File: config.mk
export PLATFORM = sky130hd
export DESIGN_NAME = uart_tx
export DESIGN_NICKNAME = d
export VERILOG_FILES = /design/src/rtl/uart_tx_pkg.sv /design/src/rtl/uart_tx_baud_tick.sv /design/src/rtl/uart_tx.sv
export SDC_FILE = /design/constraint.sdc
export NUM_CORES = 1
export LEC_CHECK = 0
export ABC_AREA = 1
export CAP_MARGIN = 20
export CORE_MARGIN = 8
export CORE_UTILIZATION = 51
export CTS_CLUSTER_DIAMETER = 120
export DETAILED_ROUTE_END_ITERATION = 7
export PLACE_DENSITY = 0.75
export RECOVER_POWER = 25
export SYNTH_ARGS = -nofsm -noshare
export SYNTH_HDL_FRONTEND = slang
export SYNTH_SLANG_ARGS = --single-unit
File: constraint.sdc
create_clock -name i_clk -period 1.5 [get_ports i_clk]
set_input_delay 0.15 -clock i_clk [delete_from_list [all_inputs] [get_ports i_clk]]
set_output_delay 0.15 -clock i_clk [all_outputs]
set_load 0.005 [all_outputs]
File: src/rtl/uart_tx_pkg.sv
// uart_tx_pkg
//   Shared UART definitions. The transmitter uses them now, and the future
//   uart_rx will use them as well.
//   - uart_state_t : 3-bit frame state encoding, ST_IDLE..ST_STOP
//   - PAR_*        : codes for the PARITY parameter
//   - calc_parity  : computes the parity bit for a data word
package uart_tx_pkg;

  typedef enum logic [2:0] {
    ST_IDLE   = 3'd0,
    ST_START  = 3'd1,
    ST_DATA   = 3'd2,
    ST_PARITY = 3'd3,
    ST_STOP   = 3'd4
  } uart_state_t;

  localparam int PAR_NONE = 0;
  localparam int PAR_ODD  = 1;
  localparam int PAR_EVEN = 2;

  // The caller passes the data word zero-extended to 8 bits. Zero padding
  // does not change the XOR. Even parity makes the total count of ones
  // even. Odd parity makes it odd.
  function automatic logic calc_parity(input logic [7:0] data, input int mode);
    return (mode == PAR_ODD) ? ~(^data) : (^data);
  endfunction

endpackage

File: src/rtl/uart_tx_baud_tick.sv
// uart_baud_tick
//   Bit-period counter for the UART. It counts 0..CLKS_PER_BIT-1 while
//   enabled and raises tick on the terminal count. After that it wraps,
//   so several periods can run back-to-back.
//   Ports:
//     i_clk    : system clock
//     i_rst    : synchronous active-high reset
//     i_clear  : forces the count to 0 (asserted on state changes)
//     i_enable : count while high
//     o_tick   : high during the last cycle of a bit period
module uart_baud_tick #(
  parameter int CLKS_PER_BIT = 868
) (
  input  logic i_clk,
  input  logic i_rst,
  input  logic i_clear,
  input  logic i_enable,
  output logic o_tick
);

  localparam int CNT_W = $clog2(CLKS_PER_BIT);

  logic [CNT_W-1:0] count;

  assign o_tick = i_enable && (count == CNT_W'(CLKS_PER_BIT - 1));

  // A clear has priority over counting, so every new state starts a fresh
  // period regardless of where the previous one ended.
  always_ff @(posedge i_clk) begin
    if (i_rst) begin
      count <= '0;
    end else if (i_clear) begin
      count <= '0;
    end else if (i_enable) begin
      count <= o_tick ? '0 : count + 1'b1;
    end
  end

endmodule

File: src/rtl/uart_tx.sv
// uart_tx
//   UART transmitter that drains a first-word-fall-through byte FIFO.
//   When the line is idle and the FIFO is non-empty, it pops one word and
//   sends it as: start bit, data bits LSB first, optional parity bit,
//   then stop bit(s).
//   Ports:
//     i_clk        : system clock
//     i_rst        : synchronous active-high reset
//     i_fifo_empty : FIFO empty flag
//     i_fifo_data  : FIFO head word, valid while i_fifo_empty=0
//     o_fifo_rd    : combinational pop strobe, one cycle per word
//     o_tx         : registered serial line, idle high
//     o_busy       : registered, high for the whole active frame
module uart_tx
  import uart_tx_pkg::*;
#(
  parameter int CLKS_PER_BIT = 868,
  parameter int DATA_BITS    = 8,
  parameter int STOP_BITS    = 1,
  parameter int PARITY       = 0
) (
  input  logic                 i_clk,
  input  logic                 i_rst,
  input  logic                 i_fifo_empty,
  input  logic [DATA_BITS-1:0] i_fifo_data,
  output logic                 o_fifo_rd,
  output logic                 o_tx,
  output logic                 o_busy
);

  localparam int IDX_W = 3;

  uart_state_t          state, state_next;
  logic [DATA_BITS-1:0] shift_reg, shift_next;
  logic [IDX_W-1:0]     bit_idx, bit_idx_next;
  logic                 stop_cnt, stop_cnt_next;
  logic                 parity_reg, parity_next;
  logic                 tx_next, busy_next;
  logic                 bit_tick;
  logic [7:0]           data_ext;

  uart_baud_tick #(
    .CLKS_PER_BIT(CLKS_PER_BIT)
  ) u_baud_tick (
    .i_clk    (i_clk),
    .i_rst    (i_rst),
    .i_clear  (state_next != state),
    .i_enable (state != ST_IDLE),
    .o_tick   (bit_tick)
  );

  // Zero-extend the head word so the parity helper always sees 8 bits.
  always_comb begin
    data_ext = '0;
    data_ext[DATA_BITS-1:0] = i_fifo_data;
  end

  assign o_fifo_rd = (state == ST_IDLE) && !i_fifo_empty && !i_rst;

  // Next-state logic. o_tx and o_busy are registered, so their next values
  // are computed here together with the state. Each transition sets the
  // line level for the state it enters.
  always_comb begin
    state_next    = state;
    shift_next    = shift_reg;
    bit_idx_next  = bit_idx;
    stop_cnt_next = stop_cnt;
    parity_next   = parity_reg;
    tx_next       = o_tx;
    busy_next     = o_busy;

    case (state)
      ST_IDLE: begin
        tx_next   = 1'b1;
        busy_next = 1'b0;
        if (o_fifo_rd) begin
          shift_next  = i_fifo_data;
          parity_next = calc_parity(data_ext, PARITY);
          state_next  = ST_START;
          tx_next     = 1'b0;
          busy_next   = 1'b1;
        end
      end

      ST_START: begin
        if (bit_tick) begin
          state_next   = ST_DATA;
          bit_idx_next = '0;
          tx_next      = shift_reg[0];
        end
      end

      ST_DATA: begin
        if (bit_tick) begin
          shift_next = shift_reg >> 1;
          if (bit_idx == IDX_W'(DATA_BITS - 1)) begin
            if (PARITY == PAR_NONE) begin
              state_next    = ST_STOP;
              stop_cnt_next = 1'b0;
              tx_next       = 1'b1;
            end else begin
              state_next = ST_PARITY;
              tx_next    = parity_reg;
            end
          end else begin
            bit_idx_next = bit_idx + 1'b1;
            tx_next      = shift_reg[1];
          end
        end
      end

      ST_PARITY: begin
        if (bit_tick) begin
          state_next    = ST_STOP;
          stop_cnt_next = 1'b0;
          tx_next       = 1'b1;
        end
      end

      ST_STOP: begin
        if (bit_tick) begin
          if (stop_cnt == 1'(STOP_BITS - 1)) begin
            state_next = ST_IDLE;
            tx_next    = 1'b1;
            busy_next  = 1'b0;
          end else begin
            stop_cnt_next = stop_cnt + 1'b1;
          end
        end
      end

      default: begin
        state_next = ST_IDLE;
        tx_next    = 1'b1;
        busy_next  = 1'b0;
      end
    endcase
  end

  // State register. Reset aborts any frame in flight and drops its byte.
  always_ff @(posedge i_clk) begin
    if (i_rst) begin
      state      <= ST_IDLE;
      shift_reg  <= '0;
      bit_idx    <= '0;
      stop_cnt   <= 1'b0;
      parity_reg <= 1'b0;
      o_tx       <= 1'b1;
      o_busy     <= 1'b0;
    end else begin
      state      <= state_next;
      shift_reg  <= shift_next;
      bit_idx    <= bit_idx_next;
      stop_cnt   <= stop_cnt_next;
      parity_reg <= parity_next;
      o_tx       <= tx_next;
      o_busy     <= busy_next;
    end
  end

endmodule

# Word level (Yosys, flattened, before mapping)
# Index checks and enable logic that the tools add are counted.
# classes
reduce_logical	17
n_lt_le_gt_ge	0
n_mul	0
shift	0
n_mux	34
div_mod_pow	0
addsub	3
bitwise	1
n_eq_ne	15
# ops
op	n
3-bit 2-to-1 mux	10
8-bit 2-to-1 mux	2
8-bit one-hot mux with 2 select lines	1
1-bit 2-to-1 mux	15
3-bit one-hot mux with 5 select lines	1
10-bit by 1-bit adder with 10-bit output (second input constant)	1
10-bit == test (second input constant)	1
10-bit 2-to-1 mux	1
5-bit AND reduction	2
2-bit by 1-bit inequality test with 1-bit output (second input constant)	4
2-bit inequality test (second input constant)	4
3-bit by 2-bit == test with 1-bit output (second input constant)	2
3-bit == test (second input constant)	2
1-bit one-hot mux with 3 select lines	2
3-bit one-hot mux with 2 select lines	1
3-bit AND reduction	2
3-bit nonzero test	2
1-bit one-hot mux with 5 select lines	1
4-bit AND reduction	1
2-bit nonzero test	2
3-bit by 1-bit adder with 3-bit output (second input constant)	1
3-bit by 1-bit == test with 1-bit output (second input constant)	1
1-bit logical AND	3
3-bit logical NOT	1
6 further kinds	7
# totals
ff_bits	27
n_memories	0
ram_bits	0
romBits	0
input_bits	11
wordCells	77
latchBits	0
out_inout_bits	3

# Logic depth before layout (Yosys ltp)
# Gate-level depths: netlist (run 1).
# depth
word_depth	7
ltp_mapped	10
depth_no_buf	10

# By module
# From an unflattened synthesis (run 1), not the netlist that was laid out.
# hier_totals
cells_unflattened	228
area_unflattened_um2	1486.4
# by_module_without_submodules
module	cells_each	area_per_inst_um2	seq_area_each_um2	instances
uart_tx	151	943.4	320.3	1
uart_baud_tick	77	543.0	200.2	1

# Least setup slack after synthesis (run 1)
# Ideal clock, no wire load.
# synth_timing
path_type	register to register
from	register u_baud_tick.count[0]
to	register u_baud_tick.count[9]
arrival_ns	1.436
t_required_ns	1.385
path_stages_with_launch	10
synth_period_minus_slack_ns	1.551
setup_slack_ns	-0.051
setup_ns	0.115
n_path_buf	1
cell_sequence	dfxtp_1 -> ha_1 -> nand2_1 -> nor2_2 -> nand3_2 -> buf_6 -> nand2_2 -> nand3_2 -> nand3_4 -> nor2_2
# synth_between
elab_chain_len	6
word_cells_on_any_way	11
classes_between	add/sub: 1; eq/ne: 2; mux: 6; reduce/logical: 2
# synth_lines
item	line_no	text
start: declaration	uart_tx_baud_tick.sv:23	logic [CNT_W-1:0] count;
start signal: assignment	uart_tx_baud_tick.sv:35	count <= o_tick ? '0 : count + 1'b1;
10-bit == test	uart_tx_baud_tick.sv:25	assign o_tick = i_enable && (count == CNT_W'(CLKS_PER_BIT - 1));
1-bit logical AND	uart_tx_baud_tick.sv:25	
3-bit 2-to-1 mux, on equally long branches	n/a	
3-bit one-hot mux with 5 select lines	uart_tx.sv:72	case (state)
3-bit inequality test	uart_tx.sv:47	.i_clear (state_next != state),
2-bit OR reduction (no line)	n/a	
# Parallel ways exist; a longest one is shown, timed or not.
# A chain may end at the register's enable or synchronous reset.

# Final worst setup path (run 1)
# layout_timing
from	register u_baud_tick.count[1]
to	register state[2]
# layout_between
elab_chain_len	4
word_cells_on_any_way	7
classes_between	eq/ne: 1; mux: 5; reduce/logical: 1
# layout_lines
item	line_no	text
10-bit == test *	uart_tx_baud_tick.sv:25	
1-bit logical AND *	uart_tx_baud_tick.sv:25	
3-bit 2-to-1 mux, on equally long branches	n/a	
3-bit one-hot mux with 5 select lines *	uart_tx.sv:72	
end signal: assignment	uart_tx.sv:151	state <= state_next;
end: declaration	uart_tx.sv:33	uart_state_t state, state_next;
# Every way passes the cells marked *; elsewhere a longest branch is shown, timed or not.

==> impl_metrics.ini, run 1 <==
[timing]
fin_crit_sh_pct = 100
rsz0062_at_grt = yes
hold_viol = 0
fmax_mhz = 667
period_minus_slack_ps = 1500
skew_ps = 7.40
setup_viol = 0
maxSlewViolCount = 0
worst_slew_pin_slew_ps = 349
max_slew_margin_pct = 76.6

[synthesis]
ys_seq_area_share_pct = 33.9
post-synth-top-area-fraction_pct = 33.9
yosys_most_used_dff = dfxtp_1
avgSynthCellArea_um2 = 6.50
ys_warn_count = 0
ys_top_cells_by_area = dfxtp_1 (34%), nand2_1 (15%), nor2_1 (9.8%), inv_1 (6.6%), o21ai_0 (5.2%)
yosys_register_bits = 26
synth_area_um2 = 1530
yosysUniqueCellTypes = 27
ys_top_cells_by_count = nand2_1 (63), nor2_1 (40), inv_1 (27), dfxtp_1 (26), o21ai_0 (16)
yosysMostFrequentCell = nand2_1
synth.largest_area_cell = dfxtp_1
synth_cells = 236
synthesis.nets = 250
async_flop_share_pct = 0
synth_edf_count = 0

[detailed_routing]
drtPass1Iterations = 4
drtIter0Drc = 62
viasPerCell = 4.94
dr_total_vias = 1551
finalWirelength_um = 3630
wl_per_cell_um = 11.6
detail-route-antenna-nets = 0
drc = 0

[worst_setup_path]
path_cells = ha_4, nand2_4, nor2_4, buf_4, buf_4, nand3_4, buf_4, buf_4, a21oi_1
path_buf_inv = 4
cp_top_family = buffers and inverters
end_kind = register
critPathMaxStageDelay_ps = 380
crit_type = register to register
cp_slowest_cell = dfxtp_2
critPathMostFrequentCell = buf_4
cp_max_fo = 3
worstPathArrival_ps = 1760
worstSetupStartpointType = register
required_ps = 1760

[hold_path]
holdCritPathClass = primary input to register

[floorplanning]
fp.dieW_um = 70.8
io_pins = 14
start_util_pct = 51.9
rows = 20
die_height_um = 70.8
fp.coreArea_um2 = 2950
die_area_um2 = 5020

[finish]
finalNetCount = 296
largest_reg_flops = 10
nFillCells = 245
antenna_cells = 0
drive_gt1_share_pct = 28.8
syn_to_final_growth_pct = 38.8
post-route-util_pct = 72.1

[placement]
numPortBuffers = 13
gp_congestion = 0.895
hpwlAfterDp_um = 2540

[clock_tree]
clock_path_buffers = 2
path_clk_slew_ps = 150
cts_buffers = 3
root_buffer = clkbuf_4
htreeDepth = 1
cts_tree = yes
postCtsHoldBufs = 0
worstSkewPairLatency_ps = 330
cts.sinks = 26

[global_route]
grt_pass1_wl_um = 6090
antenna_found_initial = 0
grt.total_usage_pct = 14.6
grt_overflow = 0
grt_max_degree = 15
grt_pass1_vias = 1451

[outcome]
outcome = finished clean

[run]
cap_violations = 0

[pwr]
p_per_area_nw_per_um2 = 619
power_leakage_nw = 0.914
fin_total_pwr_mw = 1.32
ir_worst_vdd_uv = 394
## layer usage
layer	track usage (%)	part of all wire, %	up-vias
met3	1.98	2.5	6
li1	-	-	838
met1	16.2	45	687
met5	0	0	-
met2	27.0	50	20
met4	6.24	1.8	0
## through the flow
| stage | hold WS, ps | worst slack [ps] | cell area, um^2 | instances | setup TNS (ps) |
|---|---|---|---|---|---|
| 5_1_grt | 366 | -88.5 | 2130 | 314 | -924 |
| 3_3_place_gp | 453 | -32.3 | 1900 | 307 | -227 |
| 6_report | 369 | 0.122 | 2130 | 314 | 0 |
| 2_1_floorplan | 297 | 35.3 | 1540 | 236 | 0 |
| 3_5_place_dp | 458 | -72.0 | 1900 | 307 | -666 |
| 4_1_cts | 351 | -10.2 | 1970 | 311 | -30.7 |
## worst paths after layout
kind         slack (ps)            startpoint           end  cells after the start
max                 0.1  u_baud_tick.count[1]      state[2]                      9
max reg2reg         0.1  u_baud_tick.count[1]      state[2]                      9
min                 370        i_fifo_data[7]  shift_reg[7]                      3
min reg2reg         480          shift_reg[7]  shift_reg[7]                      2
## worst min-delay path, stage by stage
cell and delay [ps]:
clkdlybuf4s50_1 390, nand2_1 80, a21oi_2 50
## layout make-up
class	count	area, um^2	area share [%]
Tap cell	33	41.3	1.94
Multi-Input combinational cell	174	1020	47.7
Inverter	33	129	6.05
Sequential cell	26	533	25.0
Clock buffer	4	36.3	1.70
Timing Repair Buffer	44	374	17.6
## power breakdown
group          switching (mW)  total (mW)  internal (mW)  leakage, nW
clock                   0.220       0.368          0.149       0.0210
sequential             0.0165       0.729          0.712        0.215
combinational           0.115       0.222          0.107        0.679
## logic make-up after synthesis
| logic type | after synthesis | share of synthesized area (%) |
|---|---|---|
| buffers and inverters | 37 | 9.87 |
| AO/OA/AOI/OAI | 29 | 11.7 |
| flip-flops | 26 | 33.9 |
| adder cells (fa/ha/maj) | 3 | 2.45 |
| AND/OR/NAND/NOR | 138 | 40.4 |
| XOR/XNOR | 3 | 1.71 |
## placed cells by master, fill, tap and decap left out, types with 4 or more instances in the layout
cell type        synthesis  layout
nand3_4                  1       5
nand3_1                 12      11
nand2_1                 63      59
buf_4                    1      28
inv_1                   27      26
dfxtp_1                 26      20
o21ai_0                 16      12
nand4_1                  9       9
clkdlybuf4s50_1          0      12
nand2_2                  3       6
a21oi_1                  7       6
nor2_1                  40      34
nor2_4                   0       6
nor2_2                   4       4
dfxtp_2                  0       4
inv_2                    6       5
## timing repair
item,4_1_cts,5_1_grt
setup buffers,0,3
pin swaps,5,18
resized for setup,11,38
endpoints found under the setup margin,14,23
hold endpoints to repair,0,0
cloned,1,0
Note: power is estimated with default switching activity, not from simulation.
==> inputs of run 2 (changes only) <==
Settings changed: SLEW_MARGIN set to 40.
==> results of run 2 <==
No change in the layout: final DEF, timing and power equal those of run 1.
==> inputs of run 3 (changes only) <==
Settings changed: PLACE_DENSITY 0.75 to 0.74.
==> impl_metrics.ini, run 3 (synthesized netlist as in run 1, its figures left out) <==
[pwr]
p_sw_share_pct = 26.6
pwr-share-comb_pct = 16.7
internal_power_mw = 0.906
p_per_area_nw_per_um2 = 607
switchingPower_mw = 0.329
seqPwrFrac_pct = 59.0
ir_worst_vdd_uv = 463
power_frac_clock_pct = 24.2
power_leakage_nw = 0.904

[placement]
gp_congestion = 0.818
hpwlAfterDp_um = 2510
pre_cts_ws_ps = -36.0
numPortBuffers = 13

[finish]
syn_to_final_growth_pct = 32.5
finalNetCount = 295
nFillCells = 264
post-route-util_pct = 68.9
drive_gt1_share_pct = 28.0
antenna_cells = 0
multi_input_area_um2 = 955
mostFrequentLayoutCells = nand2_1 (62), nor2_1 (31), buf_4 (29)
largest_reg_flops = 10
seq_area_um2 = 532
mostFrequentLayoutCell = nand2_1

[global_route]
grt.total_usage_pct = 15.0
grt_max_degree = 14
antenna_found_initial = 0
grt_pass1_wl_um = 6330
grt_pass1_vias = 1527
grt_overflow = 0

[worst_setup_path]
path_cells = ha_4, nand2_4, nor2_4, nand3_4, buf_6, nand2_4, a21oi_4, nand3_4, nor2_2
critPathMaxStageDelay_ps = 360
worstSetupStartpointType = register
end_kind = register
worstPathArrival_ps = 1750
required_ps = 1760
cp_max_fo = 6
crit_type = register to register
cp_slowest_cell = dfxtp_2

[hold_path]
holdCritPathClass = primary input to register

[clock_tree]
postCtsHoldBufs = 0
path_clk_slew_ps = 150
clock_path_buffers = 2
cts.sinks = 26
cts_tree = yes
root_buffer = clkbuf_4
htreeDepth = 1
cts_buffers = 3
worstSkewPairLatency_ps = 320

[timing]
skew_ps = 12.5
worst_slew_pin_slew_ps = 256
maxSlewViolCount = 0
rsz0062_at_grt = yes
setup_viol = 0
max_slew_margin_pct = 82.8
finalSetupTns_ps = 0
hold_viol = 0
fin_crit_sh_pct = 99.4
fin_ws_ps = 8.43
period_minus_slack_ps = 1490
fmax_mhz = 670

[floorplanning]
rows = 20
fp.coreArea_um2 = 2950
fp.dieW_um = 70.8
die_height_um = 70.8
io_pins = 14
start_util_pct = 51.9
die_area_um2 = 5020

[run]
cap_violations = 0

[detailed_routing]
wl_met3_um = 94
viasPerCell = 5.03
wl_per_cell_um = 11.2
drc = 0
highest_layer = met4
routed-wl-met2_um = 1760
drtIter0Drc = 87
detail-route-antenna-nets = 0
finalWirelength_um = 3490
drtPass1Iterations = 4
dr_total_vias = 1569
met1_length_um = 1610

[outcome]
outcome = finished clean
[run 3: final timing paths]
check,from,endpoint,slack [ps],cells past startpoint
setup / recovery,u_baud_tick.count[1],u_baud_tick.count[2],8,9
hold / removal,i_fifo_data[7],shift_reg[7],370,3
setup reg to reg,u_baud_tick.count[1],u_baud_tick.count[2],8,9
hold reg to reg,o_busy,o_busy,470,2
[run 3: power by group through the flow]
stage               sequential [mW]  clock (mW)  combinational [mW]
global placement              0.741           0               0.190
CTS                           0.728       0.315               0.199
detailed placement            0.741           0               0.192
finish                        0.729       0.299               0.206
floorplan                     0.743           0               0.101
global route                  0.733       0.340               0.231
[run 3: cell type report]
type | instances | area share, %
Clock buffer | 3 | 1.11
Inverter | 33 | 6.09
Multi-Input combinational cell | 174 | 47.0
Sequential cell | 26 | 26.2
Tap cell | 33 | 2.03
Timing Repair Buffer | 43 | 17.7
[run 3: critical path, delay by kind of cell, from the launching register on]
kind	cells	cell delay, ps
AND/OR/NAND/NOR	6	550
flip-flops	1	360
buffers and inverters	1	140
adder cells (fa/ha/maj)	1	170
AO/OA/AOI/OAI	1	220
[run 3: what timing repair did]
action                     in CTS  in global routing
pin swaps                       5                 13
buffers inserted                1                  3
gates cloned                    1                  0
setup endpoints to repair      13                 24
resized for setup              12                 20
[run 3: stage by stage]
step | instances | hold slack [ps] | total power [mW] | instance area, um^2
final | 312 | 369 | 1.23 | 2030
after global routing | 312 | 394 | 1.30 | 2030
after CTS | 309 | 367 | 1.24 | 1950
after detailed placement | 304 | 451 | 0.934 | 1880
after global placement | 304 | 450 | 0.931 | 1880
after floorplan | 236 | 297 | 0.843 | 1540
[run 3: metal layers]
| metal | vias up | global-route usage (%) |
|---|---|---|
| met5 | - | 0 |
| met4 | 0 | 5.54 |
| met3 | 2 | 1.84 |
| met2 | 22 | 27.5 |
| met1 | 709 | 17.2 |
| li1 | 836 | - |
